$ cat src/rtl/collision_scanner_if.sv
// Sprite/tile collision scanner bus: scan request, tile table port, results.
// The scanner attaches as slave; the requester and tile table drive master.
interface collision_scanner_if #(
    parameter int IDX_W = 4,
    parameter int X_W   = 10,
    parameter int Y_W   = 9
);
    logic             start;
    logic [X_W-1:0]   x_spr;
    logic [Y_W-1:0]   y_spr;
    logic [IDX_W-1:0] tile_addr;
    logic             tile_rd;
    logic [X_W-1:0]   tile_x;
    logic [Y_W-1:0]   tile_y;
    logic             tile_en;
    logic             busy;
    logic             done;
    logic [3:0]       is_Collision;
    logic             hit_any;
    logic [IDX_W-1:0] hit_idx;

    modport master (
        output start, x_spr, y_spr, tile_x, tile_y, tile_en,
        input  tile_addr, tile_rd, busy, done,
        input  is_Collision, hit_any, hit_idx
    );

    modport slave (
        input  start, x_spr, y_spr, tile_x, tile_y, tile_en,
        output tile_addr, tile_rd, busy, done,
        output is_Collision, hit_any, hit_idx
    );
endinterface

$ cat src/rtl/collision_scanner.sv
// Walks a tile table once per start and ORs per-side sprite contact flags.
// Flags: bit0 down, bit1 up, bit2 right, bit3 left; hit_idx = first hit tile.
module collision_scanner #(
    parameter int N_TILES = 16,
    parameter int IDX_W   = 4,
    parameter int X_W     = 10,
    parameter int Y_W     = 9,
    parameter int SPR_W   = 47,
    parameter int SPR_H   = 41,
    parameter int TILE_W  = 25,
    parameter int TILE_H  = 24,
    parameter int TOL     = 3
) (
    input logic                clk,
    input logic                rst,
    collision_scanner_if.slave bus
);
    localparam int XE = X_W + 2;
    localparam int YE = Y_W + 2;
    localparam logic [IDX_W-1:0] LAST = IDX_W'(N_TILES - 1);

    typedef enum logic [1:0] {
        IDLE,
        SCAN,
        DRAIN
    } state_t;

    state_t state;

    logic [X_W-1:0]   x_q;
    logic [Y_W-1:0]   y_q;
    logic             rd_d;
    logic [IDX_W-1:0] addr_d;
    logic [3:0]       acc;
    logic             seen;
    logic [IDX_W-1:0] idx_acc;
    logic             clr;
    logic [3:0]       fl;

    assign clr = (state == IDLE) && bus.start;

    function automatic logic near_x(logic [XE-1:0] a, logic [XE-1:0] b);
        return (a <= b + XE'(TOL)) && (b <= a + XE'(TOL));
    endfunction

    function automatic logic near_y(logic [YE-1:0] a, logic [YE-1:0] b);
        return (a <= b + YE'(TOL)) && (b <= a + YE'(TOL));
    endfunction

    // Per-entry contact flags for the returned tile, widened so sums never wrap.
    always_comb begin
        logic [XE-1:0] xs, tx, cx, xr, txr;
        logic [YE-1:0] ys, ty, yb, tyb;
        logic          hx, vy;
        xs  = XE'(x_q);
        tx  = XE'(bus.tile_x);
        cx  = xs + XE'(SPR_W / 2);
        xr  = xs + XE'(SPR_W);
        txr = tx + XE'(TILE_W);
        ys  = YE'(y_q);
        ty  = YE'(bus.tile_y);
        yb  = ys + YE'(SPR_H);
        tyb = ty + YE'(TILE_H);
        hx  = (tx < cx) && (cx < txr);
        vy  = (ys < tyb) && (yb > ty);
        fl  = 4'b0000;
        if (rd_d && bus.tile_en) begin
            fl[0] = hx && near_y(yb, ty);
            fl[1] = hx && near_y(ys, tyb);
            fl[2] = vy && near_x(xr, tx);
            fl[3] = vy && near_x(xs, txr);
        end
    end

    // Read-return alignment and accumulation of flags across the scan.
    always_ff @(posedge clk) begin
        if (rst) begin
            rd_d    <= 1'b0;
            addr_d  <= '0;
            acc     <= 4'b0000;
            seen    <= 1'b0;
            idx_acc <= '0;
        end else begin
            rd_d   <= bus.tile_rd;
            addr_d <= bus.tile_addr;
            if (clr) begin
                acc     <= 4'b0000;
                seen    <= 1'b0;
                idx_acc <= '0;
            end else if (|fl) begin
                acc <= acc | fl;
                if (!seen) begin
                    seen    <= 1'b1;
                    idx_acc <= addr_d;
                end
            end
        end
    end

    // Scan sequencer with registered handshake and result outputs.
    always_ff @(posedge clk) begin
        if (rst) begin
            state            <= IDLE;
            x_q              <= '0;
            y_q              <= '0;
            bus.tile_addr    <= '0;
            bus.tile_rd      <= 1'b0;
            bus.busy         <= 1'b0;
            bus.done         <= 1'b0;
            bus.is_Collision <= 4'b0000;
            bus.hit_any      <= 1'b0;
            bus.hit_idx      <= '0;
        end else begin
            bus.done <= 1'b0;
            unique case (state)
                IDLE: begin
                    if (bus.start) begin
                        x_q           <= bus.x_spr;
                        y_q           <= bus.y_spr;
                        bus.tile_addr <= '0;
                        bus.tile_rd   <= 1'b1;
                        bus.busy      <= 1'b1;
                        state         <= SCAN;
                    end
                end
                SCAN: begin
                    if (bus.tile_addr == LAST) begin
                        bus.tile_rd <= 1'b0;
                        state       <= DRAIN;
                    end else begin
                        bus.tile_addr <= bus.tile_addr + 1'b1;
                    end
                end
                DRAIN: begin
                    if (!rd_d) begin
                        bus.is_Collision <= acc;
                        bus.hit_any      <= |acc;
                        bus.hit_idx      <= idx_acc;
                        bus.done         <= 1'b1;
                        bus.busy         <= 1'b0;
                        bus.tile_addr    <= '0;
                        state            <= IDLE;
                    end
                end
                default: state <= IDLE;
            endcase
        end
    end
endmodule
$ cat src/flat_wrapper.sv
// flat-port wrapper written by rule: the top's interface ports become plain ports
module collision_scanner_flat 
#(
    parameter int N_TILES = 16,
    parameter int IDX_W   = 4,
    parameter int X_W     = 10,
    parameter int Y_W     = 9,
    parameter int SPR_W   = 47,
    parameter int SPR_H   = 41,
    parameter int TILE_W  = 25,
    parameter int TILE_H  = 24,
    parameter int TOL     = 3
)
  (clk, rst, bus_start, bus_x_spr, bus_y_spr, bus_tile_x, bus_tile_y, bus_tile_en, bus_tile_addr, bus_tile_rd, bus_busy, bus_done, bus_is_Collision, bus_hit_any, bus_hit_idx);
  collision_scanner_if #(.IDX_W(IDX_W), .X_W(X_W), .Y_W(Y_W)) bus_i ();
  input logic clk;
  input logic rst;
  input wire logic [$bits(bus_i.start)-1:0] bus_start;
  input wire logic [$bits(bus_i.x_spr)-1:0] bus_x_spr;
  input wire logic [$bits(bus_i.y_spr)-1:0] bus_y_spr;
  input wire logic [$bits(bus_i.tile_x)-1:0] bus_tile_x;
  input wire logic [$bits(bus_i.tile_y)-1:0] bus_tile_y;
  input wire logic [$bits(bus_i.tile_en)-1:0] bus_tile_en;
  output wire logic [$bits(bus_i.tile_addr)-1:0] bus_tile_addr;
  output wire logic [$bits(bus_i.tile_rd)-1:0] bus_tile_rd;
  output wire logic [$bits(bus_i.busy)-1:0] bus_busy;
  output wire logic [$bits(bus_i.done)-1:0] bus_done;
  output wire logic [$bits(bus_i.is_Collision)-1:0] bus_is_Collision;
  output wire logic [$bits(bus_i.hit_any)-1:0] bus_hit_any;
  output wire logic [$bits(bus_i.hit_idx)-1:0] bus_hit_idx;
  assign bus_i.start = bus_start;
  assign bus_i.x_spr = bus_x_spr;
  assign bus_i.y_spr = bus_y_spr;
  assign bus_i.tile_x = bus_tile_x;
  assign bus_i.tile_y = bus_tile_y;
  assign bus_i.tile_en = bus_tile_en;
  assign bus_tile_addr = bus_i.tile_addr;
  assign bus_tile_rd = bus_i.tile_rd;
  assign bus_busy = bus_i.busy;
  assign bus_done = bus_i.done;
  assign bus_is_Collision = bus_i.is_Collision;
  assign bus_hit_any = bus_i.hit_any;
  assign bus_hit_idx = bus_i.hit_idx;
  collision_scanner #(.N_TILES(N_TILES), .IDX_W(IDX_W), .X_W(X_W), .Y_W(Y_W), .SPR_W(SPR_W), .SPR_H(SPR_H), .TILE_W(TILE_W), .TILE_H(TILE_H), .TOL(TOL)) u_core (.clk(clk), .rst(rst), .bus(bus_i));
endmodule
$ cat config.mk
export PLATFORM = sky130hd
export DESIGN_NAME = collision_scanner_flat
export DESIGN_NICKNAME = d
export VERILOG_FILES = /design/src/rtl/collision_scanner_if.sv /design/src/rtl/collision_scanner.sv /design/src/flat_wrapper.sv
export SDC_FILE = /design/constraint.sdc
export NUM_CORES = 1
export LEC_CHECK = 0
export ABC_CLOCK_PERIOD_IN_PS = 4400
export CAP_MARGIN = 15
export CORE_MARGIN = 10
export CORE_UTILIZATION = 40
export CTS_CLUSTER_DIAMETER = 100
export CTS_CLUSTER_SIZE = 25
export DETAILED_ROUTE_END_ITERATION = 8
export PLACE_DENSITY_LB_ADDON = 0.12
export SLEW_MARGIN = 20
export SYNTH_ARGS = -nofsm -noshare
export SYNTH_HDL_FRONTEND = slang
export SYNTH_SLANG_ARGS = --single-unit
$ cat constraint.sdc
create_clock -name clk -period 4.4 [get_ports clk]
set_input_delay 0.44 -clock clk [delete_from_list [all_inputs] [get_ports clk]]
set_output_delay 0.44 -clock clk [all_outputs]
set_load 0.02 [all_outputs]
==> summary.md <==
| Metric | Value |
|---|---|
| GRT Resource Usage Total | `0.168` |
| Root buf cell | `clkbuf_16` |
| Setup TNS | `0 ns` |
| Async SR Flop Fraction | `0` |
| Fmax | `242 MHz` |
| Post-route insts no fill | `1066` |
| DR vias/cell | `5.56` |
| Mapped Nets | `958` |
| Total number of vias | `5931` |
| Crit path top cell by count | `ha_1` |
| HP Class | `flip-flop to flip-flop` |
| Flops & latches, synth | `51` |
| Clk sinks | `51` |
| Placed Instances | `1058` |
| Final Cell Area | `0.00751 mm²` |
| Int Pwr | `1.05 mW` |
| Share of cells above drive strength 1 | `0.0871` |
| Vias in the first global route | `6130` |
| Slew Viols, Final | `0` |
| Sequential area share after synthesis | `0.159` |
| Largest fanout on the critical path | `5` |
| Worst-path cell chain | `inv_1, ha_1, or3b_4, xor2_2, and3_1, nand3_1, xnor2_1, ha_1, o21ai_0, nor2_1, o21ai_1, or2b_2, a221oi_2, o311ai_4, a31oi_4, mux2i_1` |
| Hpwl dp | `15.8 mm` |
| WL final | `18.7 mm` |
| Comb pwr share | `0.452` |
| Clock transition at the registers of the reported paths | `0.07 ns` |
| Routed Antenna Nets | `0` |
| Initial DRC count | `282` |
| Syn avg cell area | `8.18 µm²` |
| Number of cells on the critical path | `16` |
| Power Density | `220 mW/mm²` |
| Total number of yosys warnings | `0` |
| CP arrival | `4.34 ns` |
| Initial core utilization | `0.406` |
| # diodes | `0` |
| Die X | `147 µm` |
| Critical-path top delay cell | `or3b_4` |
| Status | `complete, no violations` |
| Worst Max-Slew Pin Slew | `1.10 ns` |
| TritonCTS clock tree | `built` |
| Reg2Reg Depth | `16` |
| Crit Path Class | `flip-flop to flip-flop` |
| GRT overflow | `0` |
| Crit. Startpoint | `u_core.x_q[1]` |
| Critical path startpoint category | `flip-flop` |
| Clock share of power | `0.238` |
| Crit-path max cell delay | `0.46 ns` |
| TritonCTS buffer count | `5` |
| Layout area overhead | `16.8%` |
| Critical Path Sink | `u_core.idx_acc[2]` |
| Setup Skew | `0.0102 ns` |
| RSZ-0062 raised after global routing | `false` |
| Max-cap violations | `0` |
| Antenna violations before repair | `0` |
| FF-to-FF End | `u_core.idx_acc[2]` |
| Cell Area, Placed | `0.00734 mm²` |
| Final worst path period need | `4.13 ns` |
| Maximum vdd drop | `0.190 mV` |
| Number of enable flip-flop cells after synthesis | `0` |
| Fin crit share | `0.938` |
| Critical path required time | `4.61 ns` |
| CTS Hold Bufs | `0` |
| Die area | `0.0215 mm²` |
| CTS Buffer Depth | `2` |
| Most common cell after layout, fill and taps aside | `ha_1` |
| Final Hold Fails | `0` |
| Reg2Reg Setup Slack | `0.27 ns` |
| Flop pwr share | `0.310` |
| CORE AREA | `0.0158 mm²` |
| I/O pin count | `58` |
| Nets@finish | `1021` |
| WHS | `0.449 ns` |
| GPL Wtd Cong | `0.992` |
| Worst Setup End Kind | `flip-flop` |
| Most frequent cells in the layout | `ha_1 (130), nand2_1 (60), clkdlybuf4s50_1 (57)` |
| Synth Cell Area | `0.00643 mm²` |
| First-pass DRT Iterations | `5` |
| Top_reg_cell synth | `dfxtp_1` |
| R2R Path Start | `u_core.x_q[1]` |
| WL per Instance | `17.5 µm` |
| Port Buf Inserts | `57` |
| Finished Core Util | `0.474` |
| H-tree depth | `2` |
| Pin count of the biggest net entering global routing | `23` |
| Slew HR | `0.260` |
| Synth cell types | `80` |
| Cell leakage power | `3.17 nW` |
| DRC Markers | `0` |
| Crit path buf inv count | `1` |
| Switch Pwr | `0.608 mW` |
| Row cnt | `46` |
| Switching Fraction | `0.368` |
| Die Span Y | `147 µm` |
| Final setup viols | `0` |
| Clock latency on the worst-skew pair | `0.29 ns` |
| Post-Synthesis Cells | `786` |
| First-pass GRT wire length | `30.4 mm` |
| Kind of cell adding the most delay to the critical path | `simple AND/OR/NAND/NOR gates` |
per-layer routing:
layer / part of all wire / global-route usage
met1: 0.45 / 0.205
met2: 0.49 / 0.306
met3: 0.041 / 0.0236
met4: 0.015 / 0.0305
met5: 0 / 0
sequential cells by signal (all words and copies together) (netlist names):
name / cells
u_core.y_q: 9
u_core.addr_d: 4
u_core.idx_acc: 4
u_core.bus.is_Collision: 4
u_core.bus.done: 1
u_core.bus.hit_idx: 4
u_core.rd_d: 1
u_core.bus.tile_rd: 1
u_core.x_q: 10
u_core.bus.busy: 1
u_core.bus.tile_addr: 4
u_core.state: 2
u_core.seen: 1
u_core.bus.hit_any: 1
u_core.acc: 4
power by group through the flow:
stage          sequential, mW  combinational (mW)  clock (mW)
2_1_floorplan           0.506               0.515           0
6_report                0.513               0.747       0.393
3_3_place_gp            0.523               0.716           0
3_5_place_dp            0.523               0.736           0
4_1_cts                 0.513               0.741       0.399
5_1_grt                 0.516               0.837       0.425
worst reg2reg max path, stage by stage, from the launching register on:
cell      delay, ns
dfxtp_1        0.36
inv_1          0.17
ha_1           0.31
or3b_4         0.46
xor2_2         0.27
and3_1         0.26
nand3_1        0.14
xnor2_1        0.16
ha_1           0.30
o21ai_0        0.09
nor2_1         0.06
o21ai_1        0.12
or2b_2         0.31
a221oi_2       0.35
o311ai_4       0.20
a31oi_4        0.27
mux2i_1        0.23
worst min path at each step:
stage,from,endpoint,slack [ns],cells past startpoint
finish,u_core.idx_acc[3],u_core.bus.hit_idx[3],0.45,2
global route,u_core.idx_acc[3],u_core.bus.hit_idx[3],0.47,2
CTS,u_core.idx_acc[3],u_core.bus.hit_idx[3],0.46,2
detailed placement,u_core.bus.hit_idx[2],u_core.bus.hit_idx[2],0.45,2
global placement,u_core.addr_d[3],u_core.idx_acc[3],0.44,2
floorplan,u_core.addr_d[0],u_core.idx_acc[0],0.42,2
layout make-up:
class / instances / area [µm²]
tap: 216 / 270
multi-input combinational: 638 / 4990
fill: 1547 / 8320
timing repair buffer: 92 / 833
clock inverter: 2 / 13.8
sequential: 51 / 1020
inverter: 61 / 243
clock buffer: 6 / 139
cell usage after synthesis (23+ instances only):
cell type,instances,area (µm²)
clkbuf_1,23,86.3
a21oi_1,48,240
nand4_1,24,150
ha_1,130,1630
nand2_1,60,225
inv_1,55,206
xor2_1,32,280
dfxtp_1,51,1020
nor2_1,51,191
xnor2_1,56,490
o21ai_0,29,145
through the flow:
stage	worst slack (ns)	power, mW
CTS	0.0240	1.65
global placement	0.125	1.24
global route	0.0198	1.78
detailed placement	0.0475	1.26
floorplan	0.653	1.02
finish	0.273	1.65
what timing repair did:
item / in CTS / in global routing
endpoints found under the setup margin: 0 / 5
resized for setup: 0 / 3
setup buffers: 0 / 0
cell families (layout without fill, tap and decap cells):
kind of cell,Yosys count,count (layout),synth area share
and+or+nand+nor,232,232,0.186
adders and majority gates,130,130,0.253
DFF,51,51,0.159
muxes,5,5,0.00798
xor gates and xnor gates,92,92,0.132
AOI/OAI and AO/OA,179,179,0.193
buffers and inverters,97,161,0.0689
Power figures use the tool's default switching activity.
